$ cat config.mk
export PLATFORM = sky130hd
export DESIGN_NAME = port_input_conditioner
export DESIGN_NICKNAME = d
export VERILOG_FILES = /design/src/rtl/port_input_conditioner.sv
export SDC_FILE = /design/constraint.sdc
export NUM_CORES = 1
export LEC_CHECK = 0
export ABC_AREA = 1
export BUFFER_PORTS_ARGS = -buffer_cell sky130_fd_sc_hd__buf_4
export CAP_MARGIN = 25
export CORE_MARGIN = 4
export CORE_UTILIZATION = 50
export CTS_CLUSTER_DIAMETER = 30
export DETAILED_ROUTE_END_ITERATION = 12
export GPL_TIMING_DRIVEN = 0
export HOLD_SLACK_MARGIN = 0.02
export PLACE_DENSITY = 0.73
export SYNTH_ARGS = -nofsm -noshare
export SYNTH_HDL_FRONTEND = slang
export SYNTH_SLANG_ARGS = --single-unit
export TNS_END_PERCENT = 100
$ cat constraint.sdc
create_clock -name clock -period 2.9 [get_ports clock]
set_clock_uncertainty 0.05 [all_clocks]
set_input_delay 0.29 -clock clock [delete_from_list [all_inputs] [get_ports clock]]
set_output_delay 0.29 -clock clock [all_outputs]
set_load 0.01 [all_outputs]
$ cat src/rtl/port_input_conditioner.sv
// Purpose: synchronize, debounce and edge-detect an 8-bit vector of board switch/button levels.
// Latency: a held input change appears on iport STABLE_CYCLES+3 clock edges after it is first sampled.
// Backpressure: none; free-running, raw_in is sampled every clock and all outputs are registered.
module port_input_conditioner #(
    parameter int STABLE_CYCLES = 4
) (
    input  logic       clock,
    input  logic       reset_n,
    input  logic [7:0] raw_in,
    input  logic [7:0] clear_mask,
    output logic [7:0] iport,
    output logic [7:0] edge_flags,
    output logic       changed
);

    // Last count value; the counter parks here once the candidate has been stable long enough.
    localparam logic [7:0] CNT_MAX = 8'(STABLE_CYCLES - 1);

    logic [7:0] sync1;
    logic [7:0] sync2;
    logic [7:0] cand;
    logic [7:0] cnt;
    logic       stable;
    logic       accept;
    logic [7:0] rise;

    // The candidate has survived the full window and differs from what is being presented.
    assign stable = (sync2 == cand) && (cnt == CNT_MAX);
    assign accept = stable && (cand != iport);
    // Only bits going 0->1 on an accepting edge raise a flag; falling bits contribute nothing.
    assign rise   = accept ? (cand & ~iport) : 8'h00;

    // Two-flop synchronizer for the asynchronous pin levels.
    always_ff @(posedge clock) begin
        if (!reset_n) begin
            sync1 <= 8'h00;
            sync2 <= 8'h00;
        end else begin
            sync1 <= raw_in;
            sync2 <= sync1;
        end
    end

    // Whole-vector debounce: any bit change reloads the candidate and restarts the window.
    always_ff @(posedge clock) begin
        if (!reset_n) begin
            cand <= 8'h00;
            cnt  <= 8'h00;
        end else if (sync2 != cand) begin
            cand <= sync2;
            cnt  <= 8'h00;
        end else if (cnt < CNT_MAX) begin
            cnt <= cnt + 8'd1;
        end
    end

    // Registered outputs: accepted level, one-cycle change pulse, sticky rise flags (set beats clear).
    always_ff @(posedge clock) begin
        if (!reset_n) begin
            iport      <= 8'h00;
            edge_flags <= 8'h00;
            changed    <= 1'b0;
        end else begin
            if (accept) begin
                iport <= cand;
            end
            changed    <= accept;
            edge_flags <= (edge_flags & ~clear_mask) | rise;
        end
    end

endmodule

# After elaboration in Yosys (flattened, before gate mapping)

Index checks and enable logic that the tools add are counted.

Register bits: 49
Bits of input ports: 18
Output and inout port bits: 17
Word-level logic and storage cells: 23

Add/sub/neg operators: 1
Magnitude comparators: 1
Equality and inequality tests: 4
Mux-type cells: 1
Bitwise operators: 6
Reductions and logical operators: 3

Operators with widths:

| operator                                                                     | count |
|---|---|
| 8-bit AND                                                                    | 2 |
| 8-bit inequality test                                                        | 2 |
| 8-bit NOT                                                                    | 2 |
| 8-bit by 1-bit adder with 8-bit output, second input constant                | 1 |
| 8-bit by 2-bit == test with 1-bit output, second input constant              | 1 |
| 8-bit == test                                                                | 1 |
| 8-bit by 2-bit less-than comparator with 1-bit output, second input constant | 1 |
| 8-bit two-way mux                                                            | 1 |
| 8-bit OR                                                                     | 1 |
| 1-bit logical AND                                                            | 2 |
| 2-bit OR reduction                                                           | 1 |
| 1-bit NOT                                                                    | 1 |

# Longest topological paths before layout

Gate-level depths: netlist of the first run.

Depth in word-level cells: 5
Gate-level depth with buffers: 11

# Worst setup path before layout of the first run

OpenSTA, ideal clock, no wires.

Path kind: reg-to-reg
Start: register iport[7]
End: register iport[6]
Arrival: 1.366 ns
Setup slack: 1.374 ns
Stages on the path, launching flop included: 12
Path buffers: 1
Cells stage by stage: dfxtp_1 > inv_1 > ha_1 > nand2_1 > nor2_1 > nand2_1 > nand2_1 > inv_2 > buf_2 > nand3_1 > nand2_1 > nor2_1

Cells in the longest elaborated chain, start to end: 2

RTL lines:

| what                   | RTL line | source |
|---|---|---|
| start, declared        | 11       | `output logic [7:0] iport,` |
| start signal, assigned | 65       | `iport <= cand;` |
| 8-bit inequality test  | 29       | `assign accept = stable && (cand != iport);` |
| 1-bit logical AND      | 29       |  |

No other way between the ends.
A chain may end at the register's enable or synchronous reset.

# Worst setup path in the final report of the first run

Start: register iport[0]
End: register iport[6]

Same word-level chain as after synthesis.

==> results of run 1 <==
-- where the power goes --
part	leakage (nW)	switching (mW)	internal, mW
Combinational	0.923	0.0566	0.0451
Sequential	0.399	0.00926	0.687
Clock	0.0385	0.209	0.171
Total	1.36	0.275	0.903
-- area by class of cell --
| class | count | area [sq um] | share of cell area |
|---|---|---|---|
| inverter | 68 | 255 | 0.104 |
| timing repair buffer | 33 | 248 | 0.101 |
| sequential | 49 | 981 | 0.399 |
| clock buffer | 7 | 76.3 | 0.0310 |
| multi-input combinational | 161 | 790 | 0.321 |
| clock inverter | 1 | 7.51 | 0.00305 |
| tap | 50 | 62.6 | 0.0254 |
| buffer | 8 | 41.3 | 0.0168 |
-- per-layer routing --
| layer | track usage | vias to the layer above | share of wire |
|---|---|---|---|
| met5 | 0 | - | 0 |
| met4 | 0.0689 | 0 | 0.023 |
| met3 | 0.0457 | 9 | 0.083 |
| met2 | 0.229 | 39 | 0.41 |
| met1 | 0.181 | 671 | 0.48 |
| li1 | - | 912 | - |
-- critical path, delay by kind of cell (launching register included) --
kind                       cells  cell delay [ns]
and+or+nand+nor                7             0.45
buffers and inverters          3             0.41
DFF                            1             0.36
adders and majority gates      1             0.28
-- flip-flops by register name, indices dropped and copies added, names as in the netlist --
register    cells
cand            8
cnt             8
edge_flags      8
iport           8
sync1           8
sync2           8
changed         1
-- placed cells by master, fill, tap and decap left out, types with 5 or more instances in the layout --
cell	n
dfxtp_1	49
nand3b_1	8
clkbuf_1	6
nand4_1	9
inv_1	65
ha_1	9
buf_4	33
nand2_1	90
nor2_1	27
clkbuf_8	5
nand3_1	9
-- final timing paths --
path,cells after the start,startpoint,endpoint,slack [ns]
worst max register to register,11,iport[0]$_SDFFE_PN0N_,iport[6]$_SDFFE_PN0N_,1.25
worst min register to register,2,sync1[0]$_SDFF_PN0_,sync2[0]$_SDFF_PN0_,0.36
worst max-delay path,11,iport[0]$_SDFFE_PN0N_,iport[6]$_SDFFE_PN0N_,1.25
worst min-delay path,3,raw_in[0],sync1[0]$_SDFF_PN0_,0.12
-- cells by family (layout without fill, tap and decap cells) --
| kind of cell | count (synthesis) | after routing | share of synthesized area |
|---|---|---|---|
| AO/OA/AOI/OAI | 1 | 1 | 0.00242 |
| XOR/XNOR | 2 | 2 | 0.00848 |
| adder cells (fa/ha/maj) | 9 | 9 | 0.0545 |
| buffers and inverters | 76 | 117 | 0.143 |
| flip-flops | 49 | 49 | 0.475 |
| AND/OR/NAND/NOR | 149 | 149 | 0.317 |
==> PnR_summary.wiki, run 1 <==
{| class="wikitable"
! Metric !! Value
|-
| Outcome || complete, no violations
|-
| Yosys warnings || 0
|-
| Synthesized netlist net count || 313
|-
| Register clock-pin slew on the reported worst setup and hold paths || 0.08 ns
|-
| Final #Nets || 353
|-
| Proportion of register bits with asynchronous set or reset after synthesis || 0
|-
| Final critical delay including setup and external delays || 1.65 ns
|-
| Cell types occupying the most area after synthesis || dfxtp_1 (47%), nand2_1 (16%), inv_1 (12%)
|-
| Max Slew Vio Count || 0
|-
| Number of antenna violations at the first check in global routing || 0
|-
| Required time worst endpoint || 3.05 ns
|-
| Number of max-capacitance violations reported || 0
|-
| Post-Route WL || 3.36 mm
|-
| Ratio of total power to cell area || 478 mW/mm^2
|-
| Worst Hold Class || primary input to flop
|-
| Via count of the first global-routing pass || 1,447
|-
| Seq/Total Area, Yosys || 0.475
|-
| DIE AREA || 0.00523 sq mm
|-
| Setup TNS || 0 ns
|-
| Post-route worst setup slack || 1.25 ns
|-
| Dpl cells || 369
|-
| Antenna viol nets, final || 0
|-
| Count of input and output buffers || 33
|-
| Static leakage power || 1.36 nW
|-
| Final hold slack || 0.119 ns
|-
| Sum of overflow across all layers after global routing || 0
|-
| Design Power || 1.18 mW
|-
| Average via count per standard cell || 4.33
|-
| Width of the die || 72.3 um
|-
| Final Setup Violations || 0
|-
| Synthesis-to-finish area growth || 19.1%
|-
| Buffer depth of the longest clock path || 2
|-
| Buffer cell driving the clock tree root || clkbuf_8
|-
| Clk_lat worst skew || 0.30 ns
|-
| Synth Register Bits || 49
|-
| Number of fillers in the final layout || 355
|-
| Average wire per cell in the routed design || 8.92 um
|-
| Proportion of layout cells with a drive suffix above 1 || 0.156
|-
| Starting Density || 0.517
|-
| Post-synthesis cell type with the largest combined area || dfxtp_1
|-
| Area post-placement || 0.00238 sq mm
|-
| Overall fraction of global-route tracks in use || 0.146
|-
| Number of top-level pins || 35
|-
| Most used flip-flop cell after synthesis || dfxtp_1
|-
| Type of element launching the critical path || flop
|-
| Post-Syn Area || 0.00207 sq mm
|-
| Layout Utilization || 0.615
|-
| Setup Buffers After CTS || 0
|-
| Highest clock rate || 0.608 GHz
|-
| Number of cells in the finished layout apart from fillers || 377
|-
| Clock buffer count from CTS || 5
|-
| Cells along the critical path || inv_1 > ha_1 > nand2_1 > nor2_1 > nand2_1 > nand2_1 > inv_2 > buf_2 > nand3_1 > nand2_1 > nor2_1
|-
| Wire length of the first global-routing pass || 6.00 mm
|-
| Std cell rows || 23
|-
| Routed via count || 1,631
|-
| Detailed placement HPWL || 2.57 mm
|-
| Final hold violation count || 0
|-
| Slowest Stage Delay on Critical Path || 0.36 ns
|-
| Dominant cell by count in the synthesized netlist || nand2_1
|-
| Cells after synthesis || 286
|-
| Endpoint arrival time on the critical path || 1.80 ns
|-
| Number of gates given a new drive strength after cts || 0
|-
| Antenna Diode Count || 0
|-
| Synth top area share || 0.475
|-
| Clock tree from TritonCTS || built
|-
| Distinct cell type count after synthesis || 19
|-
| Largest net degree at the start of global routing || 15
|-
| Slew margin rel. || 0.726
|-
| Slowest stage cell on the critical path || dfxtp_1
|-
| Cell types with the highest counts after synthesis || nand2_1 (90), inv_1 (65), dfxtp_1 (49), nor2_1 (27)
|-
| Final instance area || 0.00246 sq mm
|-
| Synth Area per Inst || 7.23 sq um
|-
| Library cell appearing most often on the critical path || nand2_1
|-
| Die Ht || 72.3 um
|-
| Global placement routability congestion || 0.838
|-
| Number of synthesized flops with an enable pin || 0
|-
| Largest fanout on the critical path || 10
|-
| Slew of the pin with the lowest slew margin || 0.412 ns
|-
| Number of hold-repair buffers added at the cts stage || 0
|-
| Crit share post-route || 0.567
|-
| CORE AREA || 0.00400 sq mm
|-
| Number of clock sinks seen by CTS || 49
|-
| Crit Path Category || flop to flop
|-
| Unrepaired setup endpoints after global routing || no
|-
| Post-place setup slack || 1.26 ns
|-
| CTS H-Tree Depth || 2
|-
| Number of DRC violations after detailed routing || 0
|-
| Drt pass-1 iters || 4
|-
| Number of DRC violations after detailed-routing iteration 0 || 61
|-
| Worst supply voltage drop on vdd || 292 uV
|-
| Worst setup EP type || flop
|}
Note: power is estimated with default switching activity, not from simulation.
==> inputs of run 2 (changes only) <==
--- a/config.mk
+++ b/config.mk
@@ -5,16 +5,16 @@
 export SDC_FILE = /design/constraint.sdc
 export NUM_CORES = 1
 export LEC_CHECK = 0
-export ABC_AREA = 1
+export ABC_AREA = 0
 export BUFFER_PORTS_ARGS = -buffer_cell sky130_fd_sc_hd__buf_4
 export CAP_MARGIN = 25
 export CORE_MARGIN = 4
-export CORE_UTILIZATION = 50
+export CORE_UTILIZATION = 48
 export CTS_CLUSTER_DIAMETER = 30
 export DETAILED_ROUTE_END_ITERATION = 12
 export GPL_TIMING_DRIVEN = 0
 export HOLD_SLACK_MARGIN = 0.02
-export PLACE_DENSITY = 0.73
+export PLACE_DENSITY = 0.75
 export SYNTH_ARGS = -nofsm -noshare
 export SYNTH_HDL_FRONTEND = slang
 export SYNTH_SLANG_ARGS = --single-unit
==> constraint.sdc (replaced) <==
create_clock -name clock -period 1.5 [get_ports clock]
set_clock_uncertainty 0.05 [all_clocks]
set_input_delay 0.15 -clock clock [delete_from_list [all_inputs] [get_ports clock]]
set_output_delay 0.15 -clock clock [all_outputs]
set_load 0.01 [all_outputs]
==> run 2 against run 1 <==
The run now ends with setup timing left; flip-flop and latch count unchanged; final cell count decreased by 28%; register-to-register slack got worse by 1.8 ns; wire length is 9.2% higher; sequential share of layout area up 0.13 points; via count decreased by 19%; synthesized cell count shrank 42%; highest routed layer unchanged; non-clock buffer count rose by 13; sequential power rose by 93%; clock-buffer cell count shrank 1; clock power grew to 2.5 times the previous value.
==> PnR_summary.wiki, run 2 <==
{| class="wikitable"
! Metric !! Value
|-
| Design Power || 2.48 mW (+110%)
|-
| Slew margin rel. || 0.717 (-0.00821)
|-
| Setup TNS || -9.33 ns (-9.33 ns)
|-
| Proportion of layout cells with a drive suffix above 1 || 0.291 (+0.136)
|-
| Max Slew Vio Count || 0 (unchanged)
|-
| Endpoint arrival time on the critical path || 2.27 ns (+0.47 ns)
|-
| Final critical delay including setup and external delays || 2.06 ns (+0.419 ns)
|-
| Overall fraction of global-route tracks in use || 0.149 (+0.00391)
|-
| Most used cells in the layout excluding fill and tap cells || dfxtp_1 (48), buf_4 (39), and2_1 (30)
|-
| Synthesis-to-finish area growth || 34.9%
|-
| Count of cells along the worst hold path || 3 (unchanged)
|-
| Reg-to-reg slack, setup || -0.56 ns (-1.82 ns)
|-
| Seq/Total Area, Yosys || 0.539 (+0.0643)
|-
| Std cell rows || 22 (-4.3%)
|-
| Number of antenna violations at the first check in global routing || 0 (unchanged)
|-
| Required time worst endpoint || 1.70 ns (-1.35 ns)
|-
| Dominant cell by count in the synthesized netlist || dfxtp_1
|-
| Number of cell instances on the worst register-to-register path || 6 (-5)
|-
| Final #Nets || 249 (-29%)
|-
| Final Setup Violations || 19 (+19)
|-
| Clk_lat worst skew || 0.30 ns (about the same)
|-
| Cell types with the highest counts after synthesis || dfxtp_1 (49), and2_1 (30), nand2_1 (16)
|-
| Worst supply voltage drop on vdd || 693 uV (+140%)
|-
| Number of DRC violations after detailed routing || 0 (unchanged)
|-
| Wire length of the first global-routing pass || 5.70 mm (-5.1%)
|-
| CTS H-Tree Depth || 2 (unchanged)
|-
| Largest net degree at the start of global routing || 16 (+1)
|-
| Number of cells in the finished layout apart from fillers || 271 (-28%)
|-
| Outcome || finished, violations left
|-
| Area occupied by registers || 982 sq um (+0.13%)
|-
| Antenna viol nets, final || 0 (unchanged)
|-
| Synth Area per Inst || 11.0 sq um (+52%)
|-
| Average via count per standard cell || 4.88 (+13%)
|-
| Number of max-capacitance violations reported || 0 (unchanged)
|-
| Area used by multi-input combinational logic || 838 sq um (+6.2%)
|-
| Number of clock sinks seen by CTS || 49 (unchanged)
|-
| Clock Power Share || 0.388 (+0.066)
|-
| Final hold slack || 0.130 ns (+0.0107 ns)
|-
| Detailed placement HPWL || 2.42 mm (-5.8%)
|-
| Slew of the pin with the lowest slew margin || 0.424 ns (+0.0123 ns)
|-
| Part of the power in registers || 0.543 (-0.048)
|-
| Worst R2R End || edge_flags[2]$_SDFF_PN0_
|-
| Post-route worst setup slack || -0.564 ns (-1.82 ns)
|-
| Hold path start || clear_mask[6]
|-
| Global placement routability congestion || 0.755 (-9.9%)
|-
| WHS Endpoint || edge_flags[6]$_SDFF_PN0_
|-
| Drt pass-1 iters || 4 (unchanged)
|-
| Buffer cell driving the clock tree root || clkbuf_8
|-
| CORE AREA || 0.00366 sq mm (-8.5%)
|-
| Proportion of register bits with asynchronous set or reset after synthesis || 0 (unchanged)
|-
| Number of synthesized flops with an enable pin || 0 (unchanged)
|-
| Die Ht || 69.6 um (-3.7%)
|-
| Static leakage power || 0.996 nW (-27%)
|-
| Synth top area share || 0.539 (+0.0643)
|-
| Comb power frac || 0.070 (-0.016)
|-
| Number of DRC violations after detailed-routing iteration 0 || 30 (-51%)
|-
| Average wire per cell in the routed design || 13.5 um (+52%)
|-
| Violated checks || setup timing
|-
| Number of fillers in the final layout || 273 (-23%)
|-
| Largest fanout on the critical path || 6 (-4)
|-
| Type of element launching the critical path || flop
|-
| Worst setup EP type || flop
|-
| Crit share post-route || 1.38 (+0.809)
|-
| Area post-placement || 0.00214 sq mm (-10%)
|-
| Worst Hold Class || primary input to flop
|-
| Width of the die || 69.6 um (-3.7%)
|-
| Buffer depth of the longest clock path || 2 (unchanged)
|-
| Int Pwr || 1.96 mW (+120%)
|-
| Clock tree from TritonCTS || built
|-
| Distinct cell type count after synthesis || 22 (+3)
|-
| Cells after synthesis || 166 (-42%)
|-
| Unrepaired setup endpoints after global routing || yes
|-
| Layout Utilization || 0.671 (+0.0556)
|-
| Commonest non-fill, non-tap cell in the layout || dfxtp_1
|-
| DIE AREA || 0.00484 sq mm (-7.4%)
|-
| Clock buffer count from CTS || 5 (unchanged)
|-
| Crit Reg-Reg Startpoint || cnt[7]$_SDFFE_PP0N_
|-
| Most used flip-flop cell after synthesis || dfxtp_1
|-
| Cell types occupying the most area after synthesis || dfxtp_1 (54%), and2_1 (10%), ha_1 (6.2%)
|-
| Count of input and output buffers || 34 (+3.0%)
|-
| Number of top-level pins || 35 (unchanged)
|-
| Post-Route WL || 3.67 mm (+9.2%)
|-
| Post-synthesis cell type with the largest combined area || dfxtp_1
|-
| Synth Register Bits || 49 (unchanged)
|-
| Post-Syn Area || 0.00182 sq mm (-12%)
|-
| Antenna Diode Count || 0 (unchanged)
|-
| Power spent charging and discharging nets || 0.512 mW (+86%)
|-
| Register clock-pin slew on the reported worst setup and hold paths || 0.08 ns (about the same)
|-
| Ratio of total power to cell area || 1010 mW/mm^2 (+110%)
|-
| Highest clock rate || 0.484 GHz (-20%)
|-
| Final hold violation count || 0 (unchanged)
|-
| Sum of overflow across all layers after global routing || 0 (unchanged)
|-
| Yosys warnings || 0 (unchanged)
|-
| Post-place setup slack || -0.715 ns (-1.97 ns)
|-
| Sw Ratio || 0.207 (-0.0267)
|-
| Synthesized netlist net count || 193 (-38%)
|-
| Starting Density || 0.497 (-0.0195)
|-
| Dpl cells || 248 (-33%)
|-
| Final instance area || 0.00246 sq mm (-0.20%)
|-
| Via count of the first global-routing pass || 1,306 (-9.7%)
|-
| Routed via count || 1,323 (-19%)
|-
| Crit Path Category || flop to flop
|}
run 2: cell types whose count changed in the layout (fill, tap and decap cells not counted), sizes merged, moves of 7 or more:
cell	before	now
mux2i	0	9
dlygate4sd3	0	8
nand3b	8	0
and2	0	31
a31o	0	8
nand3	10	0
nor2	29	0
nand2	92	16
nor3b	0	9
xnor2	2	9
inv	68	8
run 2: cell families after synthesis:
kind of cell | Yosys count | share of synthesized area
simple gates | 66 | 0.226
compound gates | 9 | 0.0412
xor+xnor | 9 | 0.0433
mux | 9 | 0.0495
flops | 49 | 0.539
fa+ha+maj | 9 | 0.0619
buf+inv | 15 | 0.0392
run 2: layout make-up:
type,instances,area share
Clock inverter,2,0.0153
Timing Repair Buffer,48,0.156
Inverter,9,0.0138
Clock buffer,6,0.0336
Tap cell,48,0.0245
Buffer,6,0.0153
Multi-Input combinational cell,103,0.341
Sequential cell,49,0.400
run 2: routing by layer:
layer	vias up	track usage	share of wire
met5	-	0	0
met4	0	0.0716	0.032
met3	11	0.0580	0.069
met2	43	0.267	0.51
met1	607	0.151	0.39
li1	662	-	-
run 2: how the worst max path moves through the flow:
stage | start | end | slack [ns] | depth (start not counted)
floorplan | cnt[7]$_SDFFE_PP0N_ | iport[0]$_SDFFE_PN0N_ | -0.49 | 5
global placement | cnt[7]$_SDFFE_PP0N_ | iport[3]$_SDFFE_PN0N_ | -0.63 | 5
detailed placement | cnt[7]$_SDFFE_PP0N_ | iport[6]$_SDFFE_PN0N_ | -0.72 | 5
CTS | cnt[7]$_SDFFE_PP0N_ | iport[6]$_SDFFE_PN0N_ | -0.61 | 5
global route | cnt[7]$_SDFFE_PP0N_ | edge_flags[4]$_SDFF_PN0_ | -0.61 | 6
finish | cnt[7]$_SDFFE_PP0N_ | edge_flags[2]$_SDFF_PN0_ | -0.56 | 6
run 2: what timing repair did:
item,4_1_cts,5_1_grt
buffers inserted,1,4
pin swaps,1,5
cloned,1,1
hold buffers,8,0
hold endpoints to repair,8,0
endpoints found under the setup margin,25,25
resized for setup,1,11
run 2: power by group through the flow:
| stage | clock network [mW] | registers [mW] | logic (mW) |
|---|---|---|---|
| finish | 0.960 | 1.34 | 0.172 |
| global route | 1.02 | 1.35 | 0.192 |
| CTS | 0.989 | 1.34 | 0.144 |
| detailed placement | 0 | 1.37 | 0.127 |
| global placement | 0 | 1.37 | 0.121 |
| floorplan | 0 | 1.37 | 0.0735 |
run 2: critical path: stages (launching register included):
cell,delay (ns)
dfxtp_2,0.32
or4_4,0.53
or3_4,0.36
nor4_4,0.31
buf_4,0.18
buf_6,0.12
a31o_4,0.14
==> inputs of run 3 (changes only) <==
--- a/config.mk
+++ b/config.mk
@@ -14,7 +14,7 @@
 export DETAILED_ROUTE_END_ITERATION = 12
 export GPL_TIMING_DRIVEN = 0
 export HOLD_SLACK_MARGIN = 0.02
-export PLACE_DENSITY = 0.75
+export PLACE_DENSITY = 0.79
 export SYNTH_ARGS = -nofsm -noshare
 export SYNTH_HDL_FRONTEND = slang
 export SYNTH_SLANG_ARGS = --single-unit
==> run 3 against run 2 <==
The flow still finishes with violations (setup timing); critical path depth is the same; power down 7.8%; wire length down 6.7%; fmax rose by 3.1%; hold slack worse by 0.0070 ns; non-clock buffer count grew 2; critical endpoint is now edge_flags[1]$_SDFF_PN0_; largest cell class unchanged; highest routed layer unchanged.
==> PnR_summary.wiki, run 3 (synthesis gave the netlist of run 2 again) <==
{| class="wikitable"
! Metric !! Value
|-
| Outcome || finished, violations left
|-
| Violated checks || setup timing
|-
| Hold path start || clear_mask[6]
|-
| Design Power || 2.28 mW (-7.8%)
|-
| Static leakage power || 0.993 nW (-0.27%)
|-
| Ratio of total power to cell area || 933 mW/mm^2 (-7.5%)
|-
| Global placement routability congestion || 0.779 (+3.2%)
|-
| Register clock-pin slew on the reported worst setup and hold paths || 0.08 ns (about the same)
|-
| Final critical delay including setup and external delays || 2.00 ns (-0.0620 ns)
|-
| Area post-placement || 0.00214 sq mm (unchanged)
|-
| Width of the die || 69.6 um (unchanged)
|-
| Post-route worst setup slack || -0.502 ns (+0.0620 ns)
|-
| Average via count per standard cell || 4.72 (-3.4%)
|-
| Worst Hold Class || primary input to flop
|-
| Clk_lat worst skew || 0.29 ns (about the same)
|-
| Number of DRC violations after detailed-routing iteration 0 || 37 (+23%)
|-
| Number of clock sinks seen by CTS || 49 (unchanged)
|-
| CTS H-Tree Depth || 2 (unchanged)
|-
| Clock tree from TritonCTS || built
|-
| Number of antenna violations at the first check in global routing || 0 (unchanged)
|-
| Final instance area || 0.00245 sq mm (-0.36%)
|-
| Drt pass-1 iters || 4 (unchanged)
|-
| Crit share post-route || 1.33 (-0.0413)
|-
| Post-Route WL || 3.42 mm (-6.7%)
|-
| Setup TNS || -8.55 ns (+0.779 ns)
|-
| Largest net degree at the start of global routing || 14 (-2)
|-
| Detailed placement HPWL || 2.21 mm (-8.7%)
|-
| Clock buffer count from CTS || 5 (unchanged)
|-
| Final Setup Violations || 19 (unchanged)
|-
| Required time worst endpoint || 1.70 ns (about the same)
|-
| Synthesis-to-finish area growth || 34.4%
|-
| Count of input and output buffers || 34 (unchanged)
|-
| Most used cells in the layout excluding fill and tap cells || dfxtp_1 (40), buf_4 (40), and2_1 (30)
|-
| Final #Nets || 251 (+0.80%)
|-
| Buffer cell driving the clock tree root || clkbuf_8
|-
| Buffer depth of the longest clock path || 2 (unchanged)
|-
| Slew margin rel. || 0.725 (+0.00724)
|-
| Slowest Stage Delay on Critical Path || 0.53 ns (about the same)
|-
| Std cell rows || 22 (unchanged)
|-
| Layout Utilization || 0.668 (-0.00239)
|-
| Largest fanout on the critical path || 6 (unchanged)
|-
| Max Slew Vio Count || 0 (unchanged)
|-
| Final hold slack || 0.123 ns (-0.00703 ns)
|-
| Unrepaired setup endpoints after global routing || yes
|-
| Antenna viol nets, final || 0 (unchanged)
|-
| Die Ht || 69.6 um (unchanged)
|-
| Sum of overflow across all layers after global routing || 0 (unchanged)
|-
| Number of max-capacitance violations reported || 0 (unchanged)
|-
| Worst supply voltage drop on vdd || 850 uV (+23%)
|-
| Overall fraction of global-route tracks in use || 0.144 (-0.00548)
|-
| Proportion of layout cells with a drive suffix above 1 || 0.339 (+0.0478)
|-
| Number of DRC violations after detailed routing || 0 (unchanged)
|-
| Slowest stage cell on the critical path || or4_4
|-
| Starting Density || 0.497 (unchanged)
|-
| Endpoint arrival time on the critical path || 2.20 ns (-0.07 ns)
|-
| Number of cells in the finished layout apart from fillers || 272 (+0.37%)
|-
| Number of top-level pins || 35 (unchanged)
|-
| Type of element launching the critical path || flop
|-
| Slew of the pin with the lowest slew margin || 0.413 ns (-0.0109 ns)
|-
| Routed via count || 1,283 (-3.0%)
|-
| Number of fillers in the final layout || 282 (+3.3%)
|-
| Final hold violation count || 0 (unchanged)
|-
| Crit Path Category || flop to flop
|-
| Worst setup path start || cnt[7]$_SDFFE_PP0N_
|-
| Post-place setup slack || -0.671 ns (+0.0445 ns)
|-
| Cells along the critical path || or4_4 > or3_4 > nor4_4 > buf_4 > buf_6 > a31o_4
|-
| Dpl cells || 248 (unchanged)
|-
| Antenna Diode Count || 0 (unchanged)
|-
| Highest clock rate || 0.499 GHz (+3.1%)
|-
| CORE AREA || 0.00366 sq mm (unchanged)
|-
| Wire length of the first global-routing pass || 5.49 mm (-3.6%)
|-
| Average wire per cell in the routed design || 12.6 um (-7.0%)
|-
| Worst setup EP type || flop
|-
| Via count of the first global-routing pass || 1,210 (-7.4%)
|-
| Crit Reg-Reg Startpoint || cnt[7]$_SDFFE_PP0N_
|-
| DIE AREA || 0.00484 sq mm (unchanged)
|}
[run 3: changes by cell type in the layout (fill, tap and decap cells not counted), moves of 3 or more]
cell     change
dfxtp_1      -8
dfxtp_2      +8
a31o_2       +3
a31o_4       -3
xnor2_1      -3
xnor2_2      +3
[run 3: routing by layer]
metal  vias up  routed length, um  global-route usage
met3         7                179              0.0493
met1       582               1460               0.155
met4         0                 76              0.0694
li1        662                  -                   -
met2        32               1710               0.250
met5         -                  0                   0
[run 3: critical path, delay by kind of cell (launching register included)]
| kind | cells | cell delay [ns] |
|---|---|---|
| AO/OA/AOI/OAI | 1 | 0.14 |
| AND/OR/NAND/NOR | 3 | 1.15 |
| flip-flops | 1 | 0.33 |
| buffers and inverters | 2 | 0.29 |
[run 3: worst paths after layout]
| path | end | slack (ns) | cells after the start |
|---|---|---|---|
| hold reg to reg | sync2[3]$_SDFF_PN0_ | 0.38 | 1 |
| hold / removal | edge_flags[6]$_SDFF_PN0_ | 0.12 | 3 |
| setup / recovery | edge_flags[1]$_SDFF_PN0_ | -0.50 | 6 |
| setup reg to reg | edge_flags[1]$_SDFF_PN0_ | -0.50 | 6 |
[run 3: area by class of cell]
type                       instances  area, sq um  share of cell area
sequential                        49          992               0.405
timing repair buffer              50          403               0.165
buffer                             6         37.5              0.0153
multi-input combinational        103          835               0.341
clock buffer                       7         86.3              0.0353
tap                               48         60.1              0.0245
inverter                           9         33.8              0.0138
[run 3: power breakdown]
group          switching, mW  internal [mW]  leakage, nW
sequential            0.0166           1.33        0.403
combinational         0.0777          0.102        0.546
clock                  0.392          0.366       0.0443
[run 3: timing repair]
item / CTS / global route
endpoints found under the hold margin: 8 / 0
hold buffers: 8 / 0
pin swaps: 1 / 5
endpoints found under the setup margin: 25 / 25
gates cloned: 1 / 1
resized for setup: 5 / 16
setup buffers: 2 / 5
